**config.mk**
```make
export PLATFORM = sky130hd
export DESIGN_NAME = deframer
export DESIGN_NICKNAME = d
export VERILOG_FILES = /design/src/rtl/frame_pkg.sv /design/src/rtl/deframe_unpack.sv /design/src/rtl/deframer.sv
export SDC_FILE = /design/constraint.sdc
export NUM_CORES = 1
export LEC_CHECK = 0
export BUFFER_PORTS_ARGS = -buffer_cell sky130_fd_sc_hd__buf_2
export CAP_MARGIN = 20
export CORE_MARGIN = 2
export CORE_UTILIZATION = 60
export DETAILED_ROUTE_END_ITERATION = 8
export GPL_ROUTABILITY_DRIVEN = 0
export PLACE_DENSITY = 0.78
export SLEW_MARGIN = 20
export SYNTH_ARGS = -nofsm -noshare
export SYNTH_HDL_FRONTEND = slang
export SYNTH_SLANG_ARGS = --single-unit
```
**constraint.sdc**
```tcl
create_clock -name clk_i -period 5.3 [get_ports clk_i]
set_clock_uncertainty 0.05 [all_clocks]
set_input_delay 1.06 -clock clk_i [delete_from_list [all_inputs] [get_ports clk_i]]
set_output_delay 1.06 -clock clk_i [all_outputs]
set_load 0.005 [all_outputs]
```
**src/rtl/frame_pkg.sv**
```systemverilog
// Tail byte definitions and deframer state encoding shared between the
// framer and the deframer so both sides agree on the frame trailer.
package frame_pkg;

   localparam logic [7:0] TAIL_BYTE0 = 8'h0D;
   localparam logic [7:0] TAIL_BYTE1 = 8'h0A;

   typedef enum logic [1:0] {
      ST_PAYLOAD = 2'd0,
      ST_TAIL0   = 2'd1,
      ST_TAIL1   = 2'd2,
      ST_RESYNC  = 2'd3
   } deframer_state_e;

endpackage

```
**src/rtl/deframe_unpack.sv**
```systemverilog
// Holds one accepted byte and shifts it out element by element, LSB first.
// The FSM loads it with the number of elements this byte contributes.
module deframe_unpack #(
   parameter int  UnpackedWidth = 1,
   parameter int  PackedNum     = 8,
   localparam int NumW          = $clog2(PackedNum + 1)
) (
   input  logic                     clk_i,
   input  logic                     rst_i,
   input  logic                     load_i,
   input  logic [7:0]               data_i,
   input  logic [NumW-1:0]          load_num_i,
   input  logic                     pop_i,
   output logic                     held_o,
   output logic                     final_o,
   output logic [UnpackedWidth-1:0] elem_o
);

   logic [7:0]      shift_q, shift_d;
   logic [NumW-1:0] left_q, left_d;

   assign held_o  = (left_q != '0);
   assign final_o = (left_q == NumW'(1));
   assign elem_o  = shift_q[UnpackedWidth-1:0];

   // A load in the same cycle as the final pop overwrites the drained byte.
   always_comb begin
      shift_d = shift_q;
      left_d  = left_q;
      if (pop_i && held_o) begin
         shift_d = shift_q >> UnpackedWidth;
         left_d  = left_q - NumW'(1);
      end
      if (load_i) begin
         shift_d = data_i;
         left_d  = load_num_i;
      end
   end

   always_ff @(posedge clk_i or posedge rst_i) begin
      if (rst_i) begin
         shift_q <= '0;
         left_q  <= '0;
      end else begin
         shift_q <= shift_d;
         left_q  <= left_d;
      end
   end

endmodule

```
**src/rtl/deframer.sv**
```systemverilog
// Byte-stream deframer: unpacks a fixed-length payload into elements, then
// checks a two-byte tail and hunts for the tail pair after a mismatch.
//
// state   | meaning
// --------+------------------------------------------------------------
// PAYLOAD | accepting payload bytes, emitting elements
// TAIL0   | waiting for first tail byte
// TAIL1   | waiting for second tail byte
// RESYNC  | hunting for TailByte0,TailByte1 pair (armed_q = saw TailByte0)
module deframer
   import frame_pkg::*;
#(
   parameter int         UnpackedWidth  = 1,
   parameter int         PackedNum      = 8,
   parameter int         PacketLenElems = 318 * 238,
   parameter logic [7:0] TailByte0      = TAIL_BYTE0,
   parameter logic [7:0] TailByte1      = TAIL_BYTE1
) (
   input  logic                     clk_i,
   input  logic                     rst_i,
   input  logic [7:0]               data_i,
   input  logic                     valid_i,
   output logic                     ready_o,
   output logic [UnpackedWidth-1:0] unpacked_o,
   output logic                     valid_o,
   input  logic                     ready_i,
   output logic                     last_o,
   output logic                     frame_ok_o,
   output logic                     frame_err_o
);

   localparam int              CntW   = $clog2(PacketLenElems + 1);
   localparam int              NumW   = $clog2(PackedNum + 1);
   localparam logic [CntW-1:0] LenCnt = CntW'(PacketLenElems);

   deframer_state_e state_q;
   logic [CntW-1:0] loaded_q;
   logic            armed_q;
   logic            frame_ok_q;
   logic            frame_err_q;

   logic            held;
   logic            final_elem;
   logic            pop;
   logic            accept;
   logic            load;
   logic            all_loaded;
   logic [31:0]     remain;
   logic [NumW-1:0] load_num;

   assign all_loaded = (loaded_q == LenCnt);
   assign pop        = held & ready_i;
   assign ready_o    = (state_q != ST_PAYLOAD) | ~held | (pop & final_elem);
   assign accept     = valid_i & ready_o;
   assign load       = accept & (state_q == ST_PAYLOAD) & ~all_loaded;

   // The final payload byte only contributes the elements still owed.
   assign remain   = 32'(PacketLenElems) - 32'(loaded_q);
   assign load_num = (remain >= 32'(PackedNum)) ? NumW'(PackedNum) : NumW'(remain);

   deframe_unpack #(
      .UnpackedWidth (UnpackedWidth),
      .PackedNum     (PackedNum)
   ) u_unpack (
      .clk_i      (clk_i),
      .rst_i      (rst_i),
      .load_i     (load),
      .data_i     (data_i),
      .load_num_i (load_num),
      .pop_i      (pop),
      .held_o     (held),
      .final_o    (final_elem),
      .elem_o     (unpacked_o)
   );

   assign valid_o     = held;
   assign last_o      = held & final_elem & all_loaded;
   assign frame_ok_o  = frame_ok_q;
   assign frame_err_o = frame_err_q;

   always_ff @(posedge clk_i or posedge rst_i) begin
      if (rst_i) begin
         state_q     <= ST_PAYLOAD;
         loaded_q    <= '0;
         armed_q     <= 1'b0;
         frame_ok_q  <= 1'b0;
         frame_err_q <= 1'b0;
      end else begin
         frame_ok_q  <= 1'b0;
         frame_err_q <= 1'b0;
         unique case (state_q)
            ST_PAYLOAD: begin
               // A byte accepted while the last element drains is the first tail byte.
               if (accept && all_loaded) begin
                  loaded_q <= '0;
                  if (data_i == TailByte0) begin
                     state_q <= ST_TAIL1;
                  end else begin
                     frame_err_q <= 1'b1;
                     armed_q     <= 1'b0;
                     state_q     <= ST_RESYNC;
                  end
               end else if (accept) begin
                  loaded_q <= CntW'(32'(loaded_q) + 32'(load_num));
               end else if (last_o && ready_i) begin
                  loaded_q <= '0;
                  state_q  <= ST_TAIL0;
               end
            end
            ST_TAIL0: begin
               if (accept) begin
                  if (data_i == TailByte0) begin
                     state_q <= ST_TAIL1;
                  end else begin
                     frame_err_q <= 1'b1;
                     armed_q     <= 1'b0;
                     state_q     <= ST_RESYNC;
                  end
               end
            end
            ST_TAIL1: begin
               if (accept) begin
                  if (data_i == TailByte1) begin
                     frame_ok_q <= 1'b1;
                     state_q    <= ST_PAYLOAD;
                  end else begin
                     frame_err_q <= 1'b1;
                     armed_q     <= 1'b0;
                     state_q     <= ST_RESYNC;
                  end
               end
            end
            ST_RESYNC: begin
               if (accept) begin
                  if (armed_q && (data_i == TailByte1)) begin
                     armed_q <= 1'b0;
                     state_q <= ST_PAYLOAD;
                  end else begin
                     armed_q <= (data_i == TailByte0);
                  end
               end
            end
            default: state_q <= ST_PAYLOAD;
         endcase
      end
   end

endmodule
```
==> results.ini, run 1 <==
[grt]
grt_max_degree = 35
grt_pass1_wl_mm = 11.6
grt_antenna_before_repair = 0
grt_overflow = 0
track_usage_pct = 28.5
grt_pass1_vias = 2428

[clocking]
cts_buffers = 5
postCtsSetupRepairBufs = 0
cts.sinks = 34
post_cts_resized = 0
cts_max_level = 2
cts-root-buf = clkbuf_8
cts_buffer_depth = 2
postCtsHoldBufs = 0
clkTransAtPathRegs_ns = 0.07
cts_tree = yes
worstSkewPairLatency_ns = 0.29

[timing]
hold_viol_final = 0
slew_viol_final = 0
rsz0062_at_grt = no
worst_slack_ns = 0.969
setup_violations = 0
holdWs_ns = 0.455
finalCritPeriodShare_pct = 81.7
post-route-min-period_ns = 4.33
max_freq_mhz = 231
finalSetupTns_ns = 0
relSlewSlack_pct = 24.9
worstMarginPinSlew_ns = 1.12

[logic_synthesis]
yosysSeqAreaShare_pct = 30.7
post-synth-top-area-fraction_pct = 30.7
synth_seq_cells = 34
yosys_warnings = 0
synth_common_cells = nand2_1, dfrtp_1, nor2_1, o21ai_0, nand3_1
syn_avg_cell_area_um2 = 8.21
synth_ff_type = dfrtp_1
synthesis.nets = 359
ys_async_sr_fraction_pct = 100
syn_inst = 337
synth_most_common_cell = nand2_1
synth_enable_flop_cells = 0
synth_area_leader_cell = dfrtp_1
ys_types = 68
synth_area_um2 = 2770
synthTopCellsByArea = dfrtp_1, nand2_1, mux2i_1

[worst_setup_path]
required_ns = 5.46
critPathMaxStageDelay_ns = 0.51
cpMaxStageDelayCell = or4_1
crit_fanout = 14
cp.arrival_ns = 4.49
endpoint_kind = flip-flop
cp_cell_sequence = inv_1 > ha_1 > and2b_2 > o21a_1 > a211oi_2 > o211ai_1 > nor4_4 > nand2_1 > fa_1 > a31oi_1 > nor2_1 > a41oi_2 > o31ai_4 > or4_1 > o211ai_1
critPathMostFrequentCell = o211ai_1
worstSetupPathType = reg -> reg
start_kind = flip-flop

[detailed_routing]
vias = 2607
drc_errors = 0
ant_nets = 0
routed_wl_mm = 6.66
initialDrtViolationCount = 424
wire_per_inst_um = 16.8
dr.pass1.iters = 5
vias_per_cell = 6.57

[floorplan]
ios = 18
die-area_um2 = 5170
num_rows = 24
dieHeight_um = 71.9
core_um2 = 4380
initial_utilization_pct = 63.1
fp.dieW_um = 71.9

[cells_and_area]
fill_cells = 364
fin_cells = 397
multi_input_area_um2 = 1760
fin_nets = 366
layout-drive-gt1-share_pct = 11.9
antennaDiodeCount = 0
final-seq-area_um2 = 851
synthToLayoutAreaGrowth_pct = 7.32

[placed_design]
io_buffer_count = 17
dpl.cell_count = 389
pre_cts_slack_ns = 1.05
hpwl_mm = 4.76

[power_and_ir_drop]
peakVddDrop_mv = 0.252
leakagePower_uw = 0.00129
powerDensity_nw_per_um2 = 377

[outcome]
status = completed

[flow_run]
maxCapViolCount = 0

[min_path]
hp-class = reg -> reg

-- per-layer routing --
metal | wire (um) | GRT usage [%] | share of wire [%]
met4 | 127 | 10.3 | 1.9
met1 | 3070 | 42.1 | 46
met5 | 0 | 0 | 0
met3 | 540 | 4.86 | 8.1
met2 | 2930 | 42.4 | 44
-- layout by cell type, fill, tap and decap left out, drive strengths merged, types with 2 or more instances in the layout --
cell / Yosys / routed
nor3: 8 / 8
and3: 6 / 6
o21ai: 28 / 28
a21o: 3 / 3
nor2: 25 / 25
o22ai: 2 / 2
nand2: 46 / 46
o31ai: 5 / 5
a211o: 3 / 3
dfrtp: 34 / 34
o211ai: 9 / 9
inv: 15 / 15
mux2: 2 / 2
nand4: 5 / 5
or2: 3 / 3
nor4: 7 / 7
o21a: 3 / 3
bufinv: 0 / 2
buf: 10 / 19
xor2: 2 / 2
ha: 9 / 9
xnor2: 3 / 3
and2: 2 / 2
clkbuf: 9 / 5
a21oi: 16 / 16
a31oi: 5 / 5
nand2b: 3 / 3
o211a: 3 / 3
nand3: 20 / 20
mux2i: 13 / 13
nand3b: 4 / 4
a211oi: 4 / 4
or4: 6 / 6
and4: 2 / 2
-- flip-flops by register name, summed over array words and instances, names as in the netlist --
register	count
state_q	2
u_unpack.shift_q	8
u_unpack.left_q	4
frame_ok_o	1
armed_q	1
frame_err_o	1
loaded_q	17
-- logic make-up (layout without fill, tap and decap cells) --
logic type / Yosys count / in the layout / synth area share [%]
flops: 34 / 34 / 30.7
compound gates: 93 / 93 / 24.1
mux: 15 / 15 / 5.52
xor+xnor: 5 / 5 / 1.85
fa+ha+maj: 10 / 10 / 4.79
simple gates: 146 / 146 / 27.4
buf+inv: 34 / 42 / 5.65
-- power by group --
group | internal, uW | switching [uW] | leakage, uW
clock | 188 | 103 | 0.0000683
combinational | 163 | 265 | 0.000771
sequential | 317 | 82.5 | 0.000454
-- worst max-delay path, delay by kind of cell (launching register included) --
| family | cells | cell delay [ns] |
|---|---|---|
| AO/OA/AOI/OAI | 7 | 1.34 |
| adder cells (fa/ha/maj) | 2 | 0.84 |
| buffers and inverters | 1 | 0.17 |
| flip-flops | 1 | 0.44 |
| AND/OR/NAND/NOR | 5 | 1.40 |
-- path summary, 6_finish.rpt --
check	depth (start not counted)	slack (ns)	endpoint	start
setup / recovery	15	0.97	loaded_q[14]$_DFFE_PP0P_	loaded_q[1]$_DFFE_PP0P_
hold / removal	2	0.46	u_unpack.shift_q[7]$_DFFE_PP0P_	u_unpack.shift_q[7]$_DFFE_PP0P_
setup reg to reg	15	0.97	loaded_q[14]$_DFFE_PP0P_	loaded_q[1]$_DFFE_PP0P_
hold reg to reg	2	0.46	u_unpack.shift_q[7]$_DFFE_PP0P_	u_unpack.shift_q[7]$_DFFE_PP0P_
max in group asynchronous	3	4.10	loaded_q[14]$_DFFE_PP0P_	rst_i
min in group asynchronous	3	0.80	u_unpack.left_q[0]$_DFFE_PP0P_	rst_i
-- metrics by stage --
stage | total power [uW] | utilization [%] | cell area (um^2)
after floorplan | 736 | - | 2770
after global placement | 807 | 64.6 | 2830
after detailed placement | 821 | 64.6 | 2830
after CTS | 1120 | 67.8 | 2970
after global routing | 1200 | 67.8 | 2970
final | 1120 | 67.8 | 2970
-- layout make-up --
type                       count  share of cell area, %
clock inverter                 3                   2.32
sequential                    34                   28.6
inverter                      15                   1.90
timing repair buffer          19                   3.37
clock buffer                   5                   2.32
multi-input combinational    269                   59.3
tap                           52                   2.19
No activity file was read; power rests on OpenSTA's default activity.
==> run 2: changes to the inputs <==
--- a/config.mk
+++ b/config.mk
@@ -8,10 +8,10 @@
 export BUFFER_PORTS_ARGS = -buffer_cell sky130_fd_sc_hd__buf_2
 export CAP_MARGIN = 20
 export CORE_MARGIN = 2
-export CORE_UTILIZATION = 60
+export CORE_UTILIZATION = 55
 export DETAILED_ROUTE_END_ITERATION = 8
 export GPL_ROUTABILITY_DRIVEN = 0
-export PLACE_DENSITY = 0.78
+export PLACE_DENSITY = 0.75
 export SLEW_MARGIN = 20
 export SYNTH_ARGS = -nofsm -noshare
 export SYNTH_HDL_FRONTEND = slang
==> constraint.sdc (replaced) <==
create_clock -name clk_i -period 3.7 [get_ports clk_i]
set_clock_uncertainty 0.05 [all_clocks]
set_input_delay 0.74 -clock clk_i [delete_from_list [all_inputs] [get_ports clk_i]]
set_output_delay 0.74 -clock clk_i [all_outputs]
set_load 0.005 [all_outputs]
==> run 2 against run 1 <==
  * The flow now finishes with violations (setup timing)
  * Register-to-register slack worse by 0.99 ns
  * Sequential power grew 32%
  * Worst hold slack improved by 0.021 ns
==> results.ini, run 2 (synthesis results as in run 1) <==
[worst_setup_path]
critPathMaxStageDelay_ns = 0.49
cpMaxStageDelayCell = or4b_1
crit_buf_inv = 1
endpoint_kind = flip-flop
cpLargestDelayFamily = simple AND/OR/NAND/NOR gates
cp.arrival_ns = 3.90
worstSetupPathType = reg -> reg
cp_cell_sequence = inv_2 > ha_4 > and2b_2 > o21a_1 > a211oi_2 > o211ai_1 > nor4_4 > nand2_2 > fa_2 > a31oi_1 > nor2_1 > a41oi_2 > o31ai_4 > or4b_1 > nand3_1
required_ns = 3.88
crit_fanout = 7
start_kind = flip-flop

[power_and_ir_drop]
peakVddDrop_mv = 0.421
leakagePower_uw = 0.00153
internal_power_uw = 1060
net-switching-power_uw = 711
power.total_uw = 1770
combPwrFrac_pct = 46.8
clkPwrFrac_pct = 23.5
pwr-share-seq_pct = 29.7
switching_share_pct = 40.1
powerDensity_nw_per_um2 = 515

[timing]
post-route-min-period_ns = 3.72
holdWs_ns = 0.476
max_freq_mhz = 269
setup_violations = 2
slew_viol_final = 0
worstMarginPinSlew_ns = 1.09
worst_slack_ns = -0.0203
rsz0062_at_grt = yes
relSlewSlack_pct = 26.5
hold_viol_final = 0
finalCritPeriodShare_pct = 101

[flow_run]
maxCapViolCount = 0

[floorplan]
num_rows = 25
ios = 18
core_um2 = 4790
initial_utilization_pct = 57.8
fp.dieW_um = 74.9
die-area_um2 = 5620
dieHeight_um = 74.9

[cells_and_area]
layout-drive-gt1-share_pct = 26.3
reg_top3 = loaded_q (17), u_unpack.shift_q (8), u_unpack.left_q (4)
largest_reg_flops = 17
antennaDiodeCount = 0
regMostFlops = loaded_q
fin_area_um2 = 3440
fin_cells = 459
final_common_cell = buf_4
fin_nets = 413
synthToLayoutAreaGrowth_pct = 24.3
final_cell_mix = buf_4, nand2_1, dfrtp_1, nor2_1, o21ai_0

[outcome]
violations = setup timing
status = finished, violations left

[clocking]
cts_buffer_depth = 2
postCtsHoldBufs = 0
cts.sinks = 34
worstSkewPairLatency_ns = 0.29
cts_tree = yes
cts_max_level = 2
cts_buffers = 5
clkTransAtPathRegs_ns = 0.07
cts-root-buf = clkbuf_8

[detailed_routing]
wl_met2_mm = 3.71
routed_wl_mm = 7.83
met3_wirelength_um = 585
maxUsedRoutingLayer = met4
ant_nets = 0
initialDrtViolationCount = 225
dr.pass1.iters = 5
vias_per_cell = 6.35
vias = 2916
wire_per_inst_um = 17.0
wl_met1_mm = 3.22
drc_errors = 0

[placed_design]
postPlaceCellArea_um2 = 3070
io_buffer_count = 17
dpl.cell_count = 431
hpwl_mm = 5.13

[min_path]
hp-class = in -> async

[grt]
grt_pass1_wl_mm = 12.3
grt_overflow = 0
track_usage_pct = 28.8
grt_max_degree = 35
grt_antenna_before_repair = 0
grt_pass1_vias = 2669

-- run 2: tightest hold or removal path, stage by stage --
cell and delay [ns]:
buf_2 0.09, inv_1 0.04, buf_4 0.38
-- run 2: metrics by stage --
stage	TNS (ns)	utilization, %	setup slack, ns
global placement	0	64.1	0.126
CTS	0	69.6	0.0231
floorplan	-0.146	-	-0.0732
global route	-0.667	71.9	-0.136
finish	-0.0374	71.9	-0.0203
detailed placement	0	64.1	0.0545
-- run 2: power by group through the flow --
stage,Clock [uW],Combinational [uW],Sequential [uW]
after floorplan,0,538,525
after global placement,0,714,527
after detailed placement,0,726,531
after CTS,423,758,524
after global routing,439,906,538
final,416,829,526
-- run 2: what timing repair did --
action | in CTS | in global routing
endpoints found under the setup margin | 3 | 11
pin swaps | 7 | 6
buffers inserted | 14 | 5
resized for setup | 3 | 15
cloned | 1 | 0
-- run 2: metal layers --
| metal | up-vias | track usage [%] |
|---|---|---|
| li1 | 1358 | - |
| met1 | 1374 | 37.0 |
| met2 | 144 | 46.9 |
| met3 | 40 | 5.76 |
| met4 | 0 | 12.9 |
| met5 | - | 0 |
-- run 2: worst paths after layout --
check	startpoint	end	slack (ns)	cells after the start
max	loaded_q[1]$_DFFE_PP0P_	loaded_q[10]$_DFFE_PP0P_	-0.02	15
min	rst_i	loaded_q[10]$_DFFE_PP0P_	0.48	3
max reg2reg	loaded_q[1]$_DFFE_PP0P_	loaded_q[10]$_DFFE_PP0P_	-0.02	15
min reg2reg	u_unpack.shift_q[7]$_DFFE_PP0P_	u_unpack.shift_q[7]$_DFFE_PP0P_	0.48	2
max in group asynchronous	rst_i	loaded_q[0]$_DFFE_PP0P_	2.80	3
min in group clk_i	u_unpack.shift_q[7]$_DFFE_PP0P_	u_unpack.shift_q[7]$_DFFE_PP0P_	0.48	2
-- run 2: area by class of cell --
type / instances / area (um^2)
multi-input cells: 270 / 1860
fillers: 373 / 1350
flip-flops and latches: 34 / 851
repair buffers: 65 / 453
well taps: 67 / 83.8
clock buffers: 5 / 68.8
clock inverters: 3 / 68.8
inverters: 15 / 56.3
